### src/rtl/matmul_stream_engine_pkg.sv
// Shared state encoding and elaboration helpers for matmul_stream_engine.
package matmul_stream_pkg;

  localparam logic [2:0] ST_IDLE    = 3'd0;
  localparam logic [2:0] ST_GET_A   = 3'd1;
  localparam logic [2:0] ST_GET_B   = 3'd2;
  localparam logic [2:0] ST_COMPUTE = 3'd3;
  localparam logic [2:0] ST_SEND    = 3'd4;

  // Index width with a floor of one bit so single-entry ranges still get a counter.
  function automatic int clog2(input int value);
    int w;
    w = 1;
    while ((1 << w) < value) w++;
    return w;
  endfunction

  function automatic bit dw_legal(input int dw);
    return (dw == 8) || (dw == 16);
  endfunction

endpackage

### src/rtl/matmul_stream_engine_if.sv
// Byte-stream handshake and status bundle between the UART byte side and the engine.
interface matmul_stream_engine_if;
  logic [7:0] in_data;
  logic       in_valid;
  logic       in_ready;
  logic [7:0] out_data;
  logic       out_valid;
  logic       out_ready;
  logic       busy;
  logic       err;
  logic [3:0] dim;

  modport master (
    output in_data, in_valid, out_ready,
    input  in_ready, out_data, out_valid, busy, err, dim
  );

  modport slave (
    input  in_data, in_valid, out_ready,
    output in_ready, out_data, out_valid, busy, err, dim
  );
endinterface

### src/rtl/matmul_stream_engine_mac.sv
// Single multiply-accumulate unit; MATMUL_SIGNED_EN selects two's-complement operands.
// sum is the accumulator's next value so the caller can capture a finished dot product.
module matmul_mac #(
  parameter int DW    = 8,
  parameter int ACC_W = 18
) (
  input  logic             clk,
  input  logic             rst_n,
  input  logic             clr,
  input  logic             en,
  input  logic [DW-1:0]    a,
  input  logic [DW-1:0]    b,
  output logic [ACC_W-1:0] sum
);

  logic [ACC_W-1:0] a_ext_s;
  logic [ACC_W-1:0] b_ext_s;
  logic [ACC_W-1:0] prod_s;
  logic [ACC_W-1:0] acc_r;

  // Extend operands; the low ACC_W product bits are then correct in both arithmetic modes.
  always_comb begin
`ifdef MATMUL_SIGNED_EN
    a_ext_s = {{(ACC_W-DW){a[DW-1]}}, a};
    b_ext_s = {{(ACC_W-DW){b[DW-1]}}, b};
`else
    a_ext_s = {{(ACC_W-DW){1'b0}}, a};
    b_ext_s = {{(ACC_W-DW){1'b0}}, b};
`endif
    prod_s = a_ext_s * b_ext_s;
    if (clr) begin
      sum = prod_s;
    end else begin
      sum = acc_r + prod_s;
    end
  end

  // Accumulator register.
  always_ff @(posedge clk or negedge rst_n) begin
    if (!rst_n) begin
      acc_r <= {ACC_W{1'b0}};
    end else if (en) begin
      acc_r <= sum;
    end else begin
      acc_r <= acc_r;
    end
  end

endmodule

### src/rtl/matmul_stream_engine.sv
// Streaming N x N matrix multiply: size byte, A, B in; C out LSB-first per element.
// Define MATMUL_SIGNED_EN for two's-complement elements with sign-extended results.
module matmul_stream_engine
  import matmul_stream_pkg::*;
#(
  parameter int MAX_N = 4,
  parameter int DW    = 8
) (
  input logic                  clk,
  input logic                  rst_n,
  matmul_stream_engine_if.slave bus
);

  localparam int ACC_W     = 2*DW + $clog2(MAX_N);
  localparam int RES_BYTES = (ACC_W + 7) / 8;
  localparam int RW        = RES_BYTES * 8;
  // Illegal widths fall back to single-byte elements.
  localparam int EB        = dw_legal(DW) ? DW/8 : 1;
  localparam int IW        = clog2(MAX_N);
  localparam int AW        = clog2(MAX_N*MAX_N);
  localparam int BW        = clog2(RES_BYTES);

  logic [2:0]     state_r, state_nxt_s;
  logic [3:0]     dim_r;
  logic [IW-1:0]  i_r, j_r, k_r;
  logic           bsel_r;
  logic [7:0]     lo_r;
  logic [BW-1:0]  byte_cnt_r;
  logic [RW-1:0]  sreg_r;
  logic           in_ready_r, out_valid_r, busy_r, err_r;
  logic [DW-1:0]  mat_a_r [MAX_N*MAX_N];
  logic [DW-1:0]  mat_b_r [MAX_N*MAX_N];

  logic           in_fire_s, out_fire_s, size_ok_s, elem_done_s;
  logic           row_end_s, mat_end_s, last_byte_s;
  logic [IW-1:0]  last_s;
  logic [DW-1:0]  elem_s;
  logic [AW-1:0]  wr_addr_s, rd_a_s, rd_b_s;
  logic [ACC_W-1:0] mac_sum_s;
  logic [RW-1:0]  res_ext_s;

  assign bus.in_ready  = in_ready_r;
  assign bus.out_valid = out_valid_r;
  assign bus.out_data  = sreg_r[7:0];
  assign bus.busy      = busy_r;
  assign bus.err       = err_r;
  assign bus.dim       = dim_r;

  // Handshake qualifiers, element assembly and storage addressing.
  always_comb begin
    in_fire_s   = bus.in_valid && in_ready_r;
    out_fire_s  = out_valid_r && bus.out_ready;
    size_ok_s   = (bus.in_data >= 8'd1) && (bus.in_data <= 8'(MAX_N));
    elem_done_s = (EB == 1) || bsel_r;
    last_s      = IW'(dim_r - 4'd1);
    row_end_s   = (j_r == last_s);
    mat_end_s   = row_end_s && (i_r == last_s);
    last_byte_s = (byte_cnt_r == BW'(RES_BYTES - 1));
    if (EB == 1) begin
      elem_s = DW'(bus.in_data);
    end else begin
      elem_s = DW'({bus.in_data, lo_r});
    end
    wr_addr_s = AW'(i_r) * AW'(MAX_N) + AW'(j_r);
    rd_a_s    = AW'(i_r) * AW'(MAX_N) + AW'(k_r);
    rd_b_s    = AW'(k_r) * AW'(MAX_N) + AW'(j_r);
`ifdef MATMUL_SIGNED_EN
    res_ext_s = {{(RW-ACC_W){mac_sum_s[ACC_W-1]}}, mac_sum_s};
`else
    res_ext_s = {{(RW-ACC_W){1'b0}}, mac_sum_s};
`endif
  end

  matmul_mac #(.DW(DW), .ACC_W(ACC_W)) u_mac (
    .clk   (clk),
    .rst_n (rst_n),
    .clr   (k_r == {IW{1'b0}}),
    .en    (state_r == ST_COMPUTE),
    .a     (mat_a_r[rd_a_s]),
    .b     (mat_b_r[rd_b_s]),
    .sum   (mac_sum_s)
  );

  // Next-state decode.
  always_comb begin
    state_nxt_s = state_r;
    case (state_r)
      ST_IDLE: begin
        if (in_fire_s && size_ok_s) state_nxt_s = ST_GET_A;
        else                        state_nxt_s = ST_IDLE;
      end
      ST_GET_A: begin
        if (in_fire_s && elem_done_s && mat_end_s) state_nxt_s = ST_GET_B;
        else                                      state_nxt_s = ST_GET_A;
      end
      ST_GET_B: begin
        if (in_fire_s && elem_done_s && mat_end_s) state_nxt_s = ST_COMPUTE;
        else                                      state_nxt_s = ST_GET_B;
      end
      ST_COMPUTE: begin
        if (k_r == last_s) state_nxt_s = ST_SEND;
        else               state_nxt_s = ST_COMPUTE;
      end
      ST_SEND: begin
        if (out_fire_s && last_byte_s) state_nxt_s = mat_end_s ? ST_IDLE : ST_COMPUTE;
        else                           state_nxt_s = ST_SEND;
      end
      default: state_nxt_s = ST_IDLE;
    endcase
  end

  // Control state, counters, result shifter and registered outputs.
  always_ff @(posedge clk or negedge rst_n) begin
    if (!rst_n) begin
      state_r     <= ST_IDLE;
      dim_r       <= 4'd0;
      i_r         <= {IW{1'b0}};
      j_r         <= {IW{1'b0}};
      k_r         <= {IW{1'b0}};
      bsel_r      <= 1'b0;
      lo_r        <= 8'd0;
      byte_cnt_r  <= {BW{1'b0}};
      sreg_r      <= {RW{1'b0}};
      in_ready_r  <= 1'b0;
      out_valid_r <= 1'b0;
      busy_r      <= 1'b0;
      err_r       <= 1'b0;
    end else begin
      state_r     <= state_nxt_s;
      in_ready_r  <= (state_nxt_s == ST_IDLE) || (state_nxt_s == ST_GET_A) ||
                     (state_nxt_s == ST_GET_B);
      out_valid_r <= (state_nxt_s == ST_SEND);
      busy_r      <= (state_nxt_s != ST_IDLE);
      err_r       <= (state_r == ST_IDLE) && in_fire_s && !size_ok_s;
      case (state_r)
        ST_IDLE: begin
          if (in_fire_s && size_ok_s) begin
            dim_r  <= bus.in_data[3:0];
            i_r    <= {IW{1'b0}};
            j_r    <= {IW{1'b0}};
            k_r    <= {IW{1'b0}};
            bsel_r <= 1'b0;
          end
        end
        ST_GET_A, ST_GET_B: begin
          if (in_fire_s) begin
            if (elem_done_s) begin
              bsel_r <= 1'b0;
              j_r    <= row_end_s ? {IW{1'b0}} : j_r + 1'b1;
              if (row_end_s) i_r <= mat_end_s ? {IW{1'b0}} : i_r + 1'b1;
            end else begin
              lo_r   <= bus.in_data;
              bsel_r <= 1'b1;
            end
          end
        end
        ST_COMPUTE: begin
          if (k_r == last_s) begin
            k_r        <= {IW{1'b0}};
            sreg_r     <= res_ext_s;
            byte_cnt_r <= {BW{1'b0}};
          end else begin
            k_r <= k_r + 1'b1;
          end
        end
        ST_SEND: begin
          if (out_fire_s) begin
            if (last_byte_s) begin
              byte_cnt_r <= {BW{1'b0}};
              j_r        <= row_end_s ? {IW{1'b0}} : j_r + 1'b1;
              if (row_end_s) i_r <= mat_end_s ? {IW{1'b0}} : i_r + 1'b1;
            end else begin
              byte_cnt_r <= byte_cnt_r + 1'b1;
              sreg_r     <= {8'd0, sreg_r[RW-1:8]};
            end
          end
        end
        default: begin
        end
      endcase
    end
  end

  // Matrix storage has no reset; a job always rewrites every element it reads.
  always_ff @(posedge clk) begin
    if (in_fire_s && elem_done_s && (state_r == ST_GET_A)) mat_a_r[wr_addr_s] <= elem_s;
    if (in_fire_s && elem_done_s && (state_r == ST_GET_B)) mat_b_r[wr_addr_s] <= elem_s;
  end

endmodule

### src/flat_wrapper.sv
// flat-port wrapper written by rule: the top's interface ports become plain ports
module matmul_stream_engine_flat import matmul_stream_pkg::*;
#(
  parameter int MAX_N = 4,
  parameter int DW    = 8
)
  (clk, rst_n, bus_in_data, bus_in_valid, bus_out_ready, bus_in_ready, bus_out_data, bus_out_valid, bus_busy, bus_err, bus_dim);
  matmul_stream_engine_if bus_i ();
  input logic clk;
  input logic rst_n;
  input wire logic [$bits(bus_i.in_data)-1:0] bus_in_data;
  input wire logic [$bits(bus_i.in_valid)-1:0] bus_in_valid;
  input wire logic [$bits(bus_i.out_ready)-1:0] bus_out_ready;
  output wire logic [$bits(bus_i.in_ready)-1:0] bus_in_ready;
  output wire logic [$bits(bus_i.out_data)-1:0] bus_out_data;
  output wire logic [$bits(bus_i.out_valid)-1:0] bus_out_valid;
  output wire logic [$bits(bus_i.busy)-1:0] bus_busy;
  output wire logic [$bits(bus_i.err)-1:0] bus_err;
  output wire logic [$bits(bus_i.dim)-1:0] bus_dim;
  assign bus_i.in_data = bus_in_data;
  assign bus_i.in_valid = bus_in_valid;
  assign bus_i.out_ready = bus_out_ready;
  assign bus_in_ready = bus_i.in_ready;
  assign bus_out_data = bus_i.out_data;
  assign bus_out_valid = bus_i.out_valid;
  assign bus_busy = bus_i.busy;
  assign bus_err = bus_i.err;
  assign bus_dim = bus_i.dim;
  matmul_stream_engine #(.MAX_N(MAX_N), .DW(DW)) u_core (.clk(clk), .rst_n(rst_n), .bus(bus_i));
endmodule
### config.mk
export PLATFORM = sky130hd
export DESIGN_NAME = matmul_stream_engine_flat
export DESIGN_NICKNAME = d
export VERILOG_FILES = /design/src/rtl/matmul_stream_engine_pkg.sv /design/src/rtl/matmul_stream_engine_if.sv /design/src/rtl/matmul_stream_engine_mac.sv /design/src/rtl/matmul_stream_engine.sv /design/src/flat_wrapper.sv
export SDC_FILE = /design/constraint.sdc
export NUM_CORES = 1
export LEC_CHECK = 0
export CORE_UTILIZATION = 60
export DETAILED_ROUTE_END_ITERATION = 8
export PLACE_DENSITY = 0.77
export REMOVE_ABC_BUFFERS = 1
export SETUP_SLACK_MARGIN = 0.1
export SYNTH_ARGS = -nofsm -noshare
export SYNTH_HDL_FRONTEND = slang
export SYNTH_SLANG_ARGS = --single-unit
### constraint.sdc
create_clock -name clk -period 10.8 [get_ports clk]
set_input_delay 1.62 -clock clk [delete_from_list [all_inputs] [get_ports clk]]
set_output_delay 1.62 -clock clk [all_outputs]
set_load 0.02 [all_outputs]
==> flow_summary.json <==
{
  "status": "complete, no violations",
  "cts_made_buffers": 31,
  "syn_to_final_growth_pct": 9.28,
  "max_freq_mhz": 125,
  "grt_max_degree": 56,
  "hold_violations": 0,
  "fin_nets": 1194,
  "fill_cells": 1756,
  "root_buffer": "clkbuf_16",
  "synth_compound_area_frac": 0.0654,
  "cap_violations": 0,
  "path_buf_inv": 6,
  "cp_data_required_time_ns": 11.30,
  "drtIter0Drc": 666,
  "reg2reg_from": "u_core.j_r[0]$_DFFE_PN0P_",
  "dpl.hpwl_um": 22300,
  "htreeDepth": 1,
  "fin_skew_ns": 0.00752,
  "layout-drive-gt1-share": 0.141,
  "grt-ovfl-total": 0,
  "synth_warnings": 0,
  "routed_wl_um": 33600,
  "drt-vias-per-instance": 6.36,
  "cts_buffer_depth": 3,
  "clk_pin_slew_ns": 0.06,
  "antenna_cells": 0,
  "synthXorXnorAreaFrac": 0.0127,
  "criticalPathCategory": "reg2reg",
  "cp_max_fo": 20,
  "synth_adder_area_share": 0.0948,
  "syn_inst": 1059,
  "dpl_worst_slack_ns": 2.86,
  "maxSlewHeadroom": 0.294,
  "period_needed_ns": 7.99,
  "tns_ns": 0,
  "hold_buffers": 0,
  "die-width_um": 165,
  "fin_crit_sh": 0.740,
  "start_util": 0.611,
  "crit_path_frequent_cell": "inv_1",
  "wl_per_cell_um": 23.3,
  "yosysTopAreaCell": "edfxtp_1",
  "cp.arrival_ns": 8.49,
  "worst_pin_slew_ns": 1.06,
  "r2r_slack_ns": 2.81,
  "fin_util": 0.668,
  "drc": 0,
  "antenna_found_initial": 0,
  "critPathLaunchType": "flip-flop",
  "fp.dieArea_um2": 27100,
  "post_cts_buffers": 0,
  "hp-class": "reg2reg",
  "min_from": "u_core.sreg_r[4]$_DFFE_PN0P_",
  "rsz0062_at_grt": "no",
  "critPathMaxStageDelay_ns": 0.80,
  "io_pins": 28,
  "synthMuxAreaShare": 0.130,
  "synth_ff_type": "edfxtp_1",
  "fin_ws_ns": 2.81,
  "vias": 9167,
  "syn-cell-area_um2": 15900,
  "hold_depth": 1,
  "cts_tree": "built",
  "yosysMostFrequentCell": "edfxtp_1",
  "std_cell_rows": 59,
  "synth_area_leaders": "edfxtp_1 48%, mux4_2 9.9%, dfrtp_1 8.7%",
  "yosysSeqAreaShare": 0.571,
  "syn_area_per_cell_um2": 15.0,
  "gp_congestion": 0.906,
  "crit_slowest_cell": "dfrtp_2",
  "synth_simple_gate_area_share": 0.0904,
  "worstSetupEndpointType": "flip-flop",
  "grt_pass1_wl_um": 52700,
  "hold_path_end": "u_core.sreg_r[4]$_DFFE_PN0P_",
  "clock_latency_ns": 0.56,
  "grtUsageTotal": 0.261,
  "reg2reg_to": "u_core.u_mac.acc_r[17]$_DFFE_PN0P_",
  "first_pass_iters": 5,
  "final-setup-viol-count": 0,
  "die_y_um": 165,
  "synth_edf_count": 256,
  "synthArstFlopShare": 0.177,
  "core_um2": 26000,
  "cp_top_family": "adder cells",
  "yosysTopAreaCellShare": 0.484,
  "synth_top_family_by_area": "multiplexers",
  "port_buffers": 27,
  "cts.sinks": 311,
  "synth_seq_cells": 311,
  "slew_viol_final": 0,
  "grt_pass1_vias": 9266,
  "yosysUniqueCellTypes": 80,
  "cts_resized": 0,
  "synth_common_cells": "256 x edfxtp_1, 70 x mux4_2, 68 x nand2_1",
  "reg2reg_depth": 25,
  "drtAntennaViolNets": 0
}
cell type report:
class                      count  area (µm²)  share of cell area
clock buffer                  43         861              0.0496
clock inverter                13         118             0.00678
inverter                      69         259              0.0149
multi-input combinational    629        6240               0.360
sequential                   311        9070               0.523
tap                          335         419              0.0242
timing repair buffer          42         378              0.0218
per-layer routing:
layer | part of all wire | track usage | vias to the layer above
li1 | - | - | 4100
met1 | 0.41 | 0.351 | 4691
met2 | 0.51 | 0.447 | 310
met3 | 0.058 | 0.0382 | 66
met4 | 0.023 | 0.0709 | 0
met5 | 0 | 0 | -
sequential cells by signal (all words and copies together) (netlist names):
register	count
u_core.k_r	2
u_core.i_r	2
u_core.bus.err	1
u_core.u_mac.acc_r	18
u_core.bus.busy	1
u_core.bus.out_valid	1
u_core.sreg_r	18
u_core.j_r	2
u_core.state_r	3
u_core.bus.dim	4
u_core.bus.in_ready	1
u_core.mat_a_r	128
u_core.byte_cnt_r	2
u_core.mat_b_r	128
stage by stage:
step                      std cells  instance area [µm²]  hold slack, ns
final                          1442                17300           0.475
after global routing           1442                17300           0.494
after CTS                      1442                17300           0.479
after detailed placement       1386                16400           0.465
after global placement         1386                16400           0.460
after floorplan                1009                15600           0.449
cells in the final DEF, fill, tap and decap left out, drive strengths merged, types with 4 or more instances in the layout:
cell and n:
nand2 68, a211oi 11, o21ai 37, inv 70, ha 61, mux2 8, edfxtp 256, a221o 6
nor3 9, xor2 11, mux2i 12, and3 35, nand2b 7, nand3 13, nor3b 5, a21o 15
o31ai 6, nand4 4, clkdlybuf4s50 26, and2 57, fa 37, o211ai 6, buf 16, o22ai 4
a31oi 5, nand3b 5, nor2b 6, a211o 4, clkbuf 43, o21a 7, dfrtp 55, a21oi 20
nor4b 5, nor2 27, mux4 80, or3 8, xnor2 12, clkinv 8
worst max-delay path by stage:
stage | from | to | depth (start not counted)
detailed placement | u_core.j_r[0]$_DFFE_PN0P_ | u_core.u_mac.acc_r[17]$_DFFE_PN0P_ | 25
CTS | u_core.j_r[0]$_DFFE_PN0P_ | u_core.u_mac.acc_r[17]$_DFFE_PN0P_ | 25
finish | u_core.j_r[0]$_DFFE_PN0P_ | u_core.u_mac.acc_r[17]$_DFFE_PN0P_ | 25
global route | u_core.j_r[0]$_DFFE_PN0P_ | u_core.u_mac.acc_r[17]$_DFFE_PN0P_ | 25
floorplan | u_core.j_r[0]$_DFFE_PN0P_ | u_core.u_mac.acc_r[13]$_DFFE_PN0P_ | 23
global placement | u_core.j_r[0]$_DFFE_PN0P_ | u_core.sreg_r[15]$_DFFE_PN0P_ | 25
worst reg2reg max path, cell delays in order, from the launching register on:
cell and delay [ns]:
dfrtp_2 0.80, buf_4 0.46, mux4_2 0.57, mux4_2 0.56, and2_1 0.21, fa_1 0.55, inv_1 0.05, fa_1 0.47
inv_1 0.05, fa_1 0.53, inv_1 0.06, fa_1 0.53, inv_1 0.04, ha_1 0.26, or3_1 0.35, a31oi_1 0.29
o31ai_1 0.12, a21oi_1 0.18, xor2_1 0.31, inv_1 0.08, ha_1 0.38, nand2_1 0.07, a21oi_1 0.17, o2111ai_1 0.21
a2111oi_0 0.48, a211o_1 0.15
cells by family (layout without fill, tap and decap cells):
kind of cell             after synthesis  count (layout)
multiplexers                         100             100
AO/OA/AOI/OAI                        147             147
adder cells (fa/ha/maj)               98              98
flip-flops                           311             311
XOR/XNOR                              23              23
buffers and inverters                119             167
AND/OR/NAND/NOR                      261             261
Power is left out: the tool's default activity adds up to more than one toggle a clock period on the data nets, which glitch-free logic cannot reach.
